`config.mk`:
```
export PLATFORM = sky130hd
export DESIGN_NAME = pcm_tdm_serializer
export DESIGN_NICKNAME = d
export VERILOG_FILES = /design/src/rtl/pcm_serial_pkg.sv /design/src/rtl/pcm_frame_fifo.sv /design/src/rtl/pcm_tdm_serializer.sv
export SDC_FILE = /design/constraint.sdc
export NUM_CORES = 1
export LEC_CHECK = 0
export ABC_AREA = 1
export ABC_CLOCK_PERIOD_IN_PS = 3200
export CAP_MARGIN = 20
export CORE_AREA = 5 5 170 123
export CTS_CLUSTER_SIZE = 8
export DETAILED_ROUTE_END_ITERATION = 10
export DIE_AREA = 0 0 175 128
export PLACE_DENSITY = 0.69
export REMOVE_ABC_BUFFERS = 1
export SLEW_MARGIN = 40
export SYNTH_ARGS = -nofsm -noshare
export SYNTH_HDL_FRONTEND = slang
export SYNTH_SLANG_ARGS = --single-unit
```
`constraint.sdc`:
```
create_clock -name bit_clock_in -period 3.2 [get_ports bit_clock_in]
set_clock_uncertainty 0.05 [all_clocks]
set_input_delay 0.64 -clock bit_clock_in [delete_from_list [all_inputs] [get_ports bit_clock_in]]
set_output_delay 0.64 -clock bit_clock_in [all_outputs]
set_load 0.005 [all_outputs]
```
`src/rtl/pcm_serial_pkg.sv`:
```
// Shared types and helpers for the PCM/TDM serializer.
package pcm_serial_pkg;

  typedef enum logic {
    PCM_MODE_LJ,
    PCM_MODE_I2S
  } pcm_mode_e;

  typedef enum logic {
    SER_IDLE,
    SER_RUN
  } ser_state_e;

  function automatic int frame_bits(input int channels, input int slot_width);
    return channels * slot_width;
  endfunction

endpackage

```
`src/rtl/pcm_frame_fifo.sv`:
```
// Synchronous frame FIFO with show-ahead head word and registered occupancy.
module pcm_frame_fifo #(
  parameter int WIDTH = 32,
  parameter int DEPTH = 4
) (
  input  logic                           bit_clock_in,
  input  logic                           rst_active_high,
  input  logic                           push,
  input  logic [WIDTH-1:0]               wr_data,
  input  logic                           pop,
  output logic [WIDTH-1:0]               rd_data,
  output logic                           full,
  output logic                           empty,
  output logic [$clog2(DEPTH+1)-1:0]     level
);

  localparam int AW = (DEPTH > 1) ? $clog2(DEPTH) : 1;
  localparam int LW = $clog2(DEPTH + 1);

  logic [WIDTH-1:0] mem_reg [DEPTH];
  logic [AW-1:0]    wr_ptr_reg;
  logic [AW-1:0]    rd_ptr_reg;
  logic [LW-1:0]    level_reg;
  logic             push_ok;
  logic             pop_ok;

  assign full    = (level_reg == LW'(DEPTH));
  assign empty   = (level_reg == '0);
  assign level   = level_reg;
  assign push_ok = push && !full;
  assign pop_ok  = pop && !empty;
  // Head is read combinationally so a pop can land in the shift register on the same edge.
  assign rd_data = mem_reg[rd_ptr_reg];

  always_ff @(posedge bit_clock_in) begin
    if (push_ok) begin
      mem_reg[wr_ptr_reg] <= wr_data;
    end
  end

  always_ff @(posedge bit_clock_in) begin
    if (rst_active_high) begin
      wr_ptr_reg <= '0;
      rd_ptr_reg <= '0;
      level_reg  <= '0;
    end else begin
      if (push_ok) wr_ptr_reg <= wr_ptr_reg + AW'(1);
      if (pop_ok)  rd_ptr_reg <= rd_ptr_reg + AW'(1);
      case ({push_ok, pop_ok})
        2'b10:   level_reg <= level_reg + LW'(1);
        2'b01:   level_reg <= level_reg - LW'(1);
        default: level_reg <= level_reg;
      endcase
    end
  end

endmodule

```
`src/rtl/pcm_tdm_serializer.sv`:
```
// N-channel PCM-to-serial DAC driver with frame FIFO, LJ or I2S framing.
module pcm_tdm_serializer
  import pcm_serial_pkg::*;
#(
  parameter int        SAMPLE_WIDTH = 16,
  parameter int        SLOT_WIDTH   = 16,
  parameter int        CHANNELS     = 2,
  parameter int        FIFO_DEPTH   = 4,
  parameter pcm_mode_e MODE         = PCM_MODE_LJ
) (
  input  logic                                bit_clock_in,
  input  logic                                rst_active_high,
  input  logic [CHANNELS*SAMPLE_WIDTH-1:0]    frame_data,
  input  logic                                frame_valid,
  output logic                                frame_ready,
  input  logic                                enable,
  output logic                                serial_data_out,
  output logic                                bit_clock_out,
  output logic                                LR_select,
  output logic                                underrun,
  output logic [$clog2(FIFO_DEPTH+1)-1:0]     fifo_level
);

  localparam int FRAME_BITS = frame_bits(CHANNELS, SLOT_WIDTH);
  localparam int HALF_BITS  = FRAME_BITS / 2;
  localparam int IDX_W      = $clog2(FRAME_BITS);
  localparam int DATA_W     = CHANNELS * SAMPLE_WIDTH;

  ser_state_e            state_reg, state_next;
  logic [IDX_W-1:0]      bit_idx_reg, bit_idx_next;
  logic [FRAME_BITS-1:0] shift_reg, shift_next;
  logic                  i2s_dly_reg;
  logic                  lr_reg, lr_next;
  logic                  underrun_reg, underrun_next;

  logic                  load;
  logic                  last_bit;
  logic                  fifo_full;
  logic                  fifo_empty;
  logic [DATA_W-1:0]     fifo_head;
  logic [FRAME_BITS-1:0] padded_head;

  assign bit_clock_out = bit_clock_in;
  assign frame_ready   = !fifo_full;

  pcm_frame_fifo #(
    .WIDTH (DATA_W),
    .DEPTH (FIFO_DEPTH)
  ) u_fifo (
    .bit_clock_in    (bit_clock_in),
    .rst_active_high (rst_active_high),
    .push            (frame_valid && frame_ready),
    .wr_data         (frame_data),
    .pop             (load && !fifo_empty),
    .rd_data         (fifo_head),
    .full            (fifo_full),
    .empty           (fifo_empty),
    .level           (fifo_level)
  );

  // Each sample sits left-aligned in its slot; the low pad bits are zero.
  genvar gi;
  generate
    for (gi = 0; gi < CHANNELS; gi++) begin : gen_pad
      assign padded_head[gi*SLOT_WIDTH +: SLOT_WIDTH] =
        SLOT_WIDTH'(fifo_head[gi*SAMPLE_WIDTH +: SAMPLE_WIDTH]) << (SLOT_WIDTH - SAMPLE_WIDTH);
    end
  endgenerate

  assign last_bit = (bit_idx_reg == IDX_W'(FRAME_BITS - 1));

  always_comb begin
    state_next = state_reg;
    load       = 1'b0;
    case (state_reg)
      SER_IDLE: begin
        if (enable) begin
          load       = 1'b1;
          state_next = SER_RUN;
        end
      end
      SER_RUN: begin
        if (last_bit) begin
          if (enable) load = 1'b1;
          else        state_next = SER_IDLE;
        end
      end
      default: state_next = SER_IDLE;
    endcase

    bit_idx_next = '0;
    if (state_reg == SER_RUN && !last_bit && !load) begin
      bit_idx_next = bit_idx_reg + IDX_W'(1);
    end

    shift_next = shift_reg;
    if (load) begin
      shift_next = fifo_empty ? '0 : padded_head;
    end else if (state_reg == SER_RUN) begin
      // Zero fill leaves the register clear after the final shift of a frame.
      shift_next = shift_reg << 1;
    end

    lr_next       = (state_next == SER_RUN) && (bit_idx_next >= IDX_W'(HALF_BITS));
    underrun_next = load && fifo_empty;
  end

  always_ff @(posedge bit_clock_in) begin
    if (rst_active_high) begin
      state_reg    <= SER_IDLE;
      bit_idx_reg  <= '0;
      shift_reg    <= '0;
      i2s_dly_reg  <= 1'b0;
      lr_reg       <= 1'b0;
      underrun_reg <= 1'b0;
    end else begin
      state_reg    <= state_next;
      bit_idx_reg  <= bit_idx_next;
      shift_reg    <= shift_next;
      i2s_dly_reg  <= shift_reg[FRAME_BITS-1];
      lr_reg       <= lr_next;
      underrun_reg <= underrun_next;
    end
  end

  assign serial_data_out = (MODE == PCM_MODE_I2S) ? i2s_dly_reg : shift_reg[FRAME_BITS-1];
  assign LR_select       = lr_reg;
  assign underrun        = underrun_reg;

endmodule
```
* After elaboration in Yosys (flattened, before gate mapping)
Memory sizes are Yosys's and may differ from the RTL's. A register that Yosys moved wholly into a read port is not among the register bits.
Cells that the tools add are included.
** Operators by class
- Bitwise operators :: 1
- Equal/unequal tests :: 4
- Multiplexer cells :: 14
- $lt $le $gt $ge :: 1
- $add $sub $neg :: 5
- Reductions and logical operators :: 15
** Operator list (count)
- $mux 32 :: 3
- $logic_and 1x1->1 :: 8
- $pmux 3 s2 :: 1
- $add 5x1->5 const B :: 1
- $eq 5x5->1 const B :: 1
- $ge 5x5->1 const B :: 1
- $mux 1 :: 5
- $mux 5 :: 1
- $add 2x1->2 const B :: 2
- $logic_not 1->1 :: 4
- $mux 2 :: 2
- $pmux 1 s2 :: 2
- $reduce_bool 2->1 :: 2
- $add 3x1->3 const B :: 1
- $eq 3x3->1 const B :: 1
- $logic_not 3->1 :: 1
- $sub 3x1->3 const B :: 1
- $eq 2x1->1 const B :: 1
- $eq 2x2->1 const B :: 1
- $not 1->1 :: 1
** Storage, ports and cells
- Memories kept :: 1
- Flip-flop bits (word level) :: 47
- Output and inout port bits :: 8
- Memory bits (writable) :: 128
** Memories
- u_fifo.mem_reg :: words 4, bits a word 32, rd ports 1, clocked after Yosys merged registers in 1, write ports 1, RTL line pcm_frame_fifo.sv:20 : logic [WIDTH-1:0] mem_reg [DEPTH];

* Longest topological paths before layout
Gate-level depths: netlist of the first run.
- Depth after elaboration :: 8
- Gate-level depth with buffers :: 17
- Gate-level depth less buffers :: 16

* Modules after synthesis
A second synthesis of the first run with hierarchy kept.
** Unflattened totals
- Cells, all modules :: 729
- Area total of the unflattened synthesis :: 7532.2 sq um
** Modules (own cells, without submodules)
- pcm_frame_fifo :: instances 1, seq. area each 4023.9 sq um, cells an instance 379, area each 5276.3 sq um
- pcm_tdm_serializer :: instances 1, seq. area each 800.8 sq um, cells an instance 350, area each 2255.9 sq um

==> results of run 1 <==
-- final timing paths --
path	endpoint	startpoint	slack (ns)
setup / recovery	bit_clock_out	bit_clock_in	0.23
hold / removal	bit_idx_reg[0]	bit_idx_reg[0]	0.41
setup reg to reg	u_fifo.level[2]	bit_idx_reg[0]	0.85
hold reg to reg	bit_idx_reg[0]	bit_idx_reg[0]	0.41
-- logic make-up after synthesis --
| group | share of synthesized area (%) |
|---|---|
| AOI/OAI and AO/OA | 7.08 |
| xor gates and xnor gates | 0.117 |
| adders and majority gates | 1.44 |
| buffers and inverters | 10.6 |
| DFF | 64.4 |
| and+or+nand+nor | 16.4 |
-- area by class of cell --
cell class,instances,area (sq um)
Fill cell,1814,10500
Sequential cell,177,4830
Multi-Input combinational cell,409,1880
Inverter,152,571
Timing Repair Buffer,55,518
Clock buffer,21,510
Tap cell,247,309
Clock inverter,15,133
-- stage by stage --
stage,cells,utilization (%),cell area (sq um)
3_5_place_dp,1041,42.1,8120
5_1_grt,1076,45.4,8750
2_1_floorplan,738,-,7270
4_1_cts,1076,45.4,8750
3_3_place_gp,1041,42.1,8120
6_report,1076,45.4,8750
-- power by group through the flow --
stage / Combinational, mW / Clock (mW) / Sequential (mW)
after CTS: 0.741 / 2.21 / 2.68
after floorplan: 0.433 / 0 / 2.75
after global placement: 0.720 / 0.0263 / 2.73
final: 0.732 / 2.17 / 2.68
after detailed placement: 0.733 / 0.0263 / 2.73
after global routing: 0.837 / 2.31 / 2.70
-- worst reg2reg max path: cells and delay by family, from the launching register on --
family          cells  cell delay (ns)
fa+ha+maj           4             0.88
simple gates        7             0.62
buf+inv             2             0.12
flops               1             0.36
compound gates      2             0.23
-- synthesized netlist by cell type (all sizes together) --
cell    number  area share, %
ha           7            1.2
clkbuf       9           0.48
nand2      206             10
fa           1           0.27
xor2         1           0.12
dfxtp       49             13
nor3         1          0.067
edfxtp     128             51
o21ai       37            2.5
buf         28            2.5
nand3       70            4.7
a21oi       69            4.6
inv        152            7.6
nor2        16            1.1
nor3b        1           0.10
-- layout by cell type, fill, tap and decap left out --
cell             instances
fa_1                     1
nand3_1                 69
o21ai_0                 27
inv_1                  147
xor2_1                   1
bufinv_16                1
nand2_4                  1
ha_1                     7
nor3b_1                  1
clkinv_2                 2
a21oi_1                 69
clkinvlp_4               2
nor2_8                   1
clkinv_4                 3
nor3_1                   1
clkbuf_16               20
dfxtp_1                 48
dfxtp_2                  1
inv_6                    5
nor2_1                  10
nand2_1                205
edfxtp_1               128
inv_2                    5
nand3_2                  1
buf_4                   13
clkdlybuf4s50_1         43
nor2_2                   5
clkinv_1                 2
o21ai_1                 10
-- per-layer routing --
metal  global-route usage (%)  part of all wire [%]  vias up
met3                     3.69                   5.1        7
met5                        0                     0        -
met4                     4.16                  0.68        0
li1                         -                     -     2557
met1                     19.0                    48     2271
met2                     22.1                    46      134
==> metrics, run 1 <==
layout cells sized above 1=7.24%; global-route wire length before repair=roughly 25,000 um; slowest cell delay on critical path=0.43 ns; total gr overflow=0; DRT Pass-1 Iters=5; GRT Total Usage=approximately 14%; Power Total=5.59 mW; Max transition margin=about half; clock-pin slew on the worst setup and hold paths=approximately 0.07 ns; Die Height=128 um; Hold Crit Class=reg2reg; Final #Nets=860; Synth warnings=0; Min-Delay Path Depth=1; Initial Utilization=38.9%; initial antenna violation count=0; Vias=4,969; # IOs=44; final setup vio count=0; CTS tree=done; chip width=around 180 um; Final ANT Viol Nets=0; CP Depth=3; Gate power share=between 10% and 20%; crit-path cells=clkbuf_16 > clkbuf_16 > clkdlybuf4s50_1; P_int=between 4 and 5 mW; Post-CTS Setup Inserts=0; RSZ-0062 raised after global routing=false; core box area=roughly 0.019 sq mm; post-synthesis sequential area ratio=between 60% and 70%; GPL Wtd Cong=slightly above 0.7; Final Slew Violations=0; Hold-fix buffers, CTS=0; setup TNS=0 ns; Area Overhead vs Synth=16.8%; max FFs per register=about 130; Wirelength per Cell=~14 um; Crit Path Class=clk2out; Critical Path AT=2.28 ns; worst slew pin tran=0.738 ns; mean post-synth cell area=between 9 and 10 sq um; Post-Syn Area=around 0.0075 sq mm; post-route worst setup slack=between 0.2 and 0.25 ns; Post-Syn Instances=about 780; clock latency on the worst-skew pair=0.53 ns; status=finished clean; pre-CTS WS=roughly 0.5 ns; sw frac=between 20% and 30%; CP top delay family=buffers and inverters; PwrDens=around 640 mW/mm^2; clock share of power=between 30% and 40%; Ant. Diodes=0; Critical Path Most Common Cell=clkbuf_16; largest net degree at the start of global routing=between 60 and 70; total wire length=14,900 um; R2R cell count=15; Die ar.=around 0.022 sq mm; CP endpoint kind=output pin; CP Launch Type=clock port; Leak=roughly 3.7 nW; library cells used by synthesis=25; dpl hpwl=roughly 8500 um; WHS=0.406 ns; Synth Register Bits=177; DRT iter0 DRCs=377; CP Max Fanout=2; max cap viols=0; vias in the first global route=approximately 4,700; Hold Violations, Final=0; net switching power=1.45 mW; Slowest-stage cell, CP=clkdlybuf4s50_1; Buf/Inv on CP=3; Resize count post-CTS=0; DR DRC count=0; VDD IR-drop max=about 0.34 mV; # port buffers=between 40 and 50; Seq pwr share=between 40% and 50%; Critical Path RT=2.51 ns; Rows=43; via density per instance=~4.6
Power figures use the tool's default switching activity.
==> run 2: changes to the inputs <==
Settings changed: CORE_AREA 5 5 170 123 to 5 5 141 103, DIE_AREA 0 0 175 128 to 0 0 146 108, PLACE_DENSITY 0.69 to 0.9.
==> run 2 against run 1 <==
Effect of this change: count of clock-buffer cells in the layout unchanged; largest power group unchanged; die area is 30% lower; routed wire length rose by 5.4%; design area fell by 0.64%; utilization increased by 22 points; global-route usage grew 6.5 points; sequential power barely moved; critical path depth stayed put; sequential share of layout area is 0.36 points higher.
==> metrics, run 2 (synthesis gave the netlist of run 1 again) <==
status=finished clean; max cap viols=0 (unchanged); GRT Total Usage=20.4% (+6.5 points); R2R Path Start=bit_idx_reg[0]; PwrDens=666 mW/mm^2 (+4.4%); Post-Layout Cell Count=993 (-7.7%); Wirelength per Cell=15.8 um (+14%); layout cells sized above 1=6.89% (-0.35 points); DRT iter0 DRCs=629 (+67%); Hold Violations, Final=0 (unchanged); worst slew pin tran=0.709 ns (-0.0290 ns); R2R Setup Slk=0.83 ns (-0.02 ns); slowest cell delay on critical path=0.43 ns (about the same); total gr overflow=0 (unchanged); crit-path cells=clkbuf_16 > clkbuf_16 > clkdlybuf4s50_1; Area Overhead vs Synth=16.1%; Hold-fix buffers, CTS=0 (unchanged); # port buffers=43 (unchanged); Placed Area=0.00800 sq mm (-1.4%); GPL Wtd Cong=0.750 (+4.4%); core box area=0.0129 sq mm (-33%); Power Total=5.79 mW (+3.7%); Storage cell area=0.00483 sq mm (unchanged); Critical Path AT=2.28 ns (about the same); Multi-input gate area=0.00188 sq mm (unchanged); R2R Path End=u_fifo.level[2]; Final Slew Violations=0 (unchanged); most frequent cells in the layout=nand2_1 (205), inv_1 (147), edfxtp_1 (128); R2R cell count=15 (unchanged); Slowest-stage cell, CP=clkdlybuf4s50_1; Min-Delay Path Depth=1 (unchanged); DR DRC count=0 (unchanged); Critical Path Most Common Cell=clkbuf_16; Crit Path Class=clk2out; via density per instance=5.32 (+15%); Vias=5,281 (+6.3%); Leak=3.73 nW (+0.71%); setup TNS=0 ns (unchanged); final setup vio count=0 (unchanged); final core occ=67.3% (+22 points); dpl hpwl=8840 um (+3.8%); Hold Crit Class=reg2reg; CP Launch Type=clock port; Hold Startpoint=bit_idx_reg[0]; WHS Endpoint=bit_idx_reg[0]; # IOs=44 (unchanged); VDD IR-drop max=0.523 mV (+52%); RSZ-0062 raised after global routing=false; largest net degree at the start of global routing=65 (unchanged); Ant. Diodes=0 (unchanged); Resize count post-CTS=0 (unchanged); vias in the first global route=5,193 (+10%); Critical Path RT=2.51 ns (about the same); CP top delay family=buffers and inverters; CTS tree=done; most common cell after layout, fill and taps aside=nand2_1; Max transition margin=52.7% (+1.9 points); clock-pin slew on the worst setup and hold paths=0.07 ns (about the same); placed cells=958 (-8.0%); chip width=146 um (-17%); clock latency on the worst-skew pair=0.53 ns (about the same); CP Max Fanout=2 (unchanged); Die Height=108 um (-16%); DRT Pass-1 Iters=6 (+1); Die ar.=0.0158 sq mm (-30%); Rows=35 (-19%); Initial Utilization=58.0% (+19 points); CP endpoint kind=output pin; Fillers=916 (-50%); Final #Nets=858 (-0.23%); total wire length=15,700 um (+5.4%); initial antenna violation count=0 (unchanged); Buf/Inv on CP=3 (unchanged); max FFs per register=128 (unchanged); Final ANT Viol Nets=0 (unchanged); Post-CTS Setup Inserts=0 (unchanged); finished layout cell area=0.00869 sq mm (-0.64%); global-route wire length before repair=25,100 um (+2.5%)
-- run 2: cell count changes in the layout (fill, tap and decap cells not counted) --
cell	previous run	this run
bufinv_16	1	4
clkinv_2	2	3
inv_2	5	4
inv_6	5	2
clkinv_1	2	3
clkinvlp_4	2	0
buf_4	13	11
inv_4	0	1
-- run 2: final cells by class --
| cell class | count | share of cell area, % |
|---|---|---|
| clock buffer | 21 | 5.87 |
| inverter | 152 | 6.59 |
| multi-input combinational | 409 | 21.7 |
| clock inverter | 15 | 2.19 |
| sequential | 177 | 55.5 |
| timing repair buffer | 53 | 5.78 |
| tap | 166 | 2.39 |
-- run 2: how the worst max path moves through the flow --
stage / cells past startpoint / start / endpoint / slack (ns)
2_1_floorplan: 2 / frame_valid / u_fifo.mem_reg[0][0] / 0.56
3_3_place_gp: 1 / bit_clock_in / bit_clock_out / 0.50
3_5_place_dp: 1 / bit_clock_in / bit_clock_out / 0.50
4_1_cts: 3 / bit_clock_in / bit_clock_out / 0.22
5_1_grt: 3 / bit_clock_in / bit_clock_out / 0.21
6_report: 3 / bit_clock_in / bit_clock_out / 0.23
-- run 2: routing by layer --
metal | GRT usage, % | vias to the layer above | wire length, um
met5 | 0 | - | 0
met4 | 7.79 | 0 | 315
met3 | 6.03 | 32 | 1130
met2 | 33.7 | 221 | 7670
met1 | 26.0 | 2475 | 6620
li1 | - | 2553 | -
-- run 2: where the power goes --
| group | total (mW) | internal, mW | switching, mW |
|---|---|---|---|
| logic | 0.739 | 0.246 | 0.492 |
| registers | 2.69 | 2.63 | 0.0639 |
| clock network | 2.36 | 1.48 | 0.878 |
| total | 5.79 | 4.36 | 1.43 |
-- run 2: worst register-to-register path, stage by stage, from the launching register on --
cell and delay [ns]:
dfxtp_1 0.37, ha_1 0.18, nand2_1 0.06, nor2_1 0.10
ha_1 0.16, inv_1 0.05, nand2_1 0.10, nand2_4 0.08
nor2_8 0.11, ha_1 0.16, inv_1 0.07, fa_1 0.38
nand2_1 0.08, nand3_1 0.08, o21ai_0 0.16, a21oi_1 0.06
-- run 2: stage by stage --
step	hold slack, ns	setup slack (ns)
after floorplan	0.368	0.561
after global placement	0.380	0.496
after detailed placement	0.409	0.496
after CTS	0.421	0.223
after global routing	0.445	0.209
final	0.420	0.230
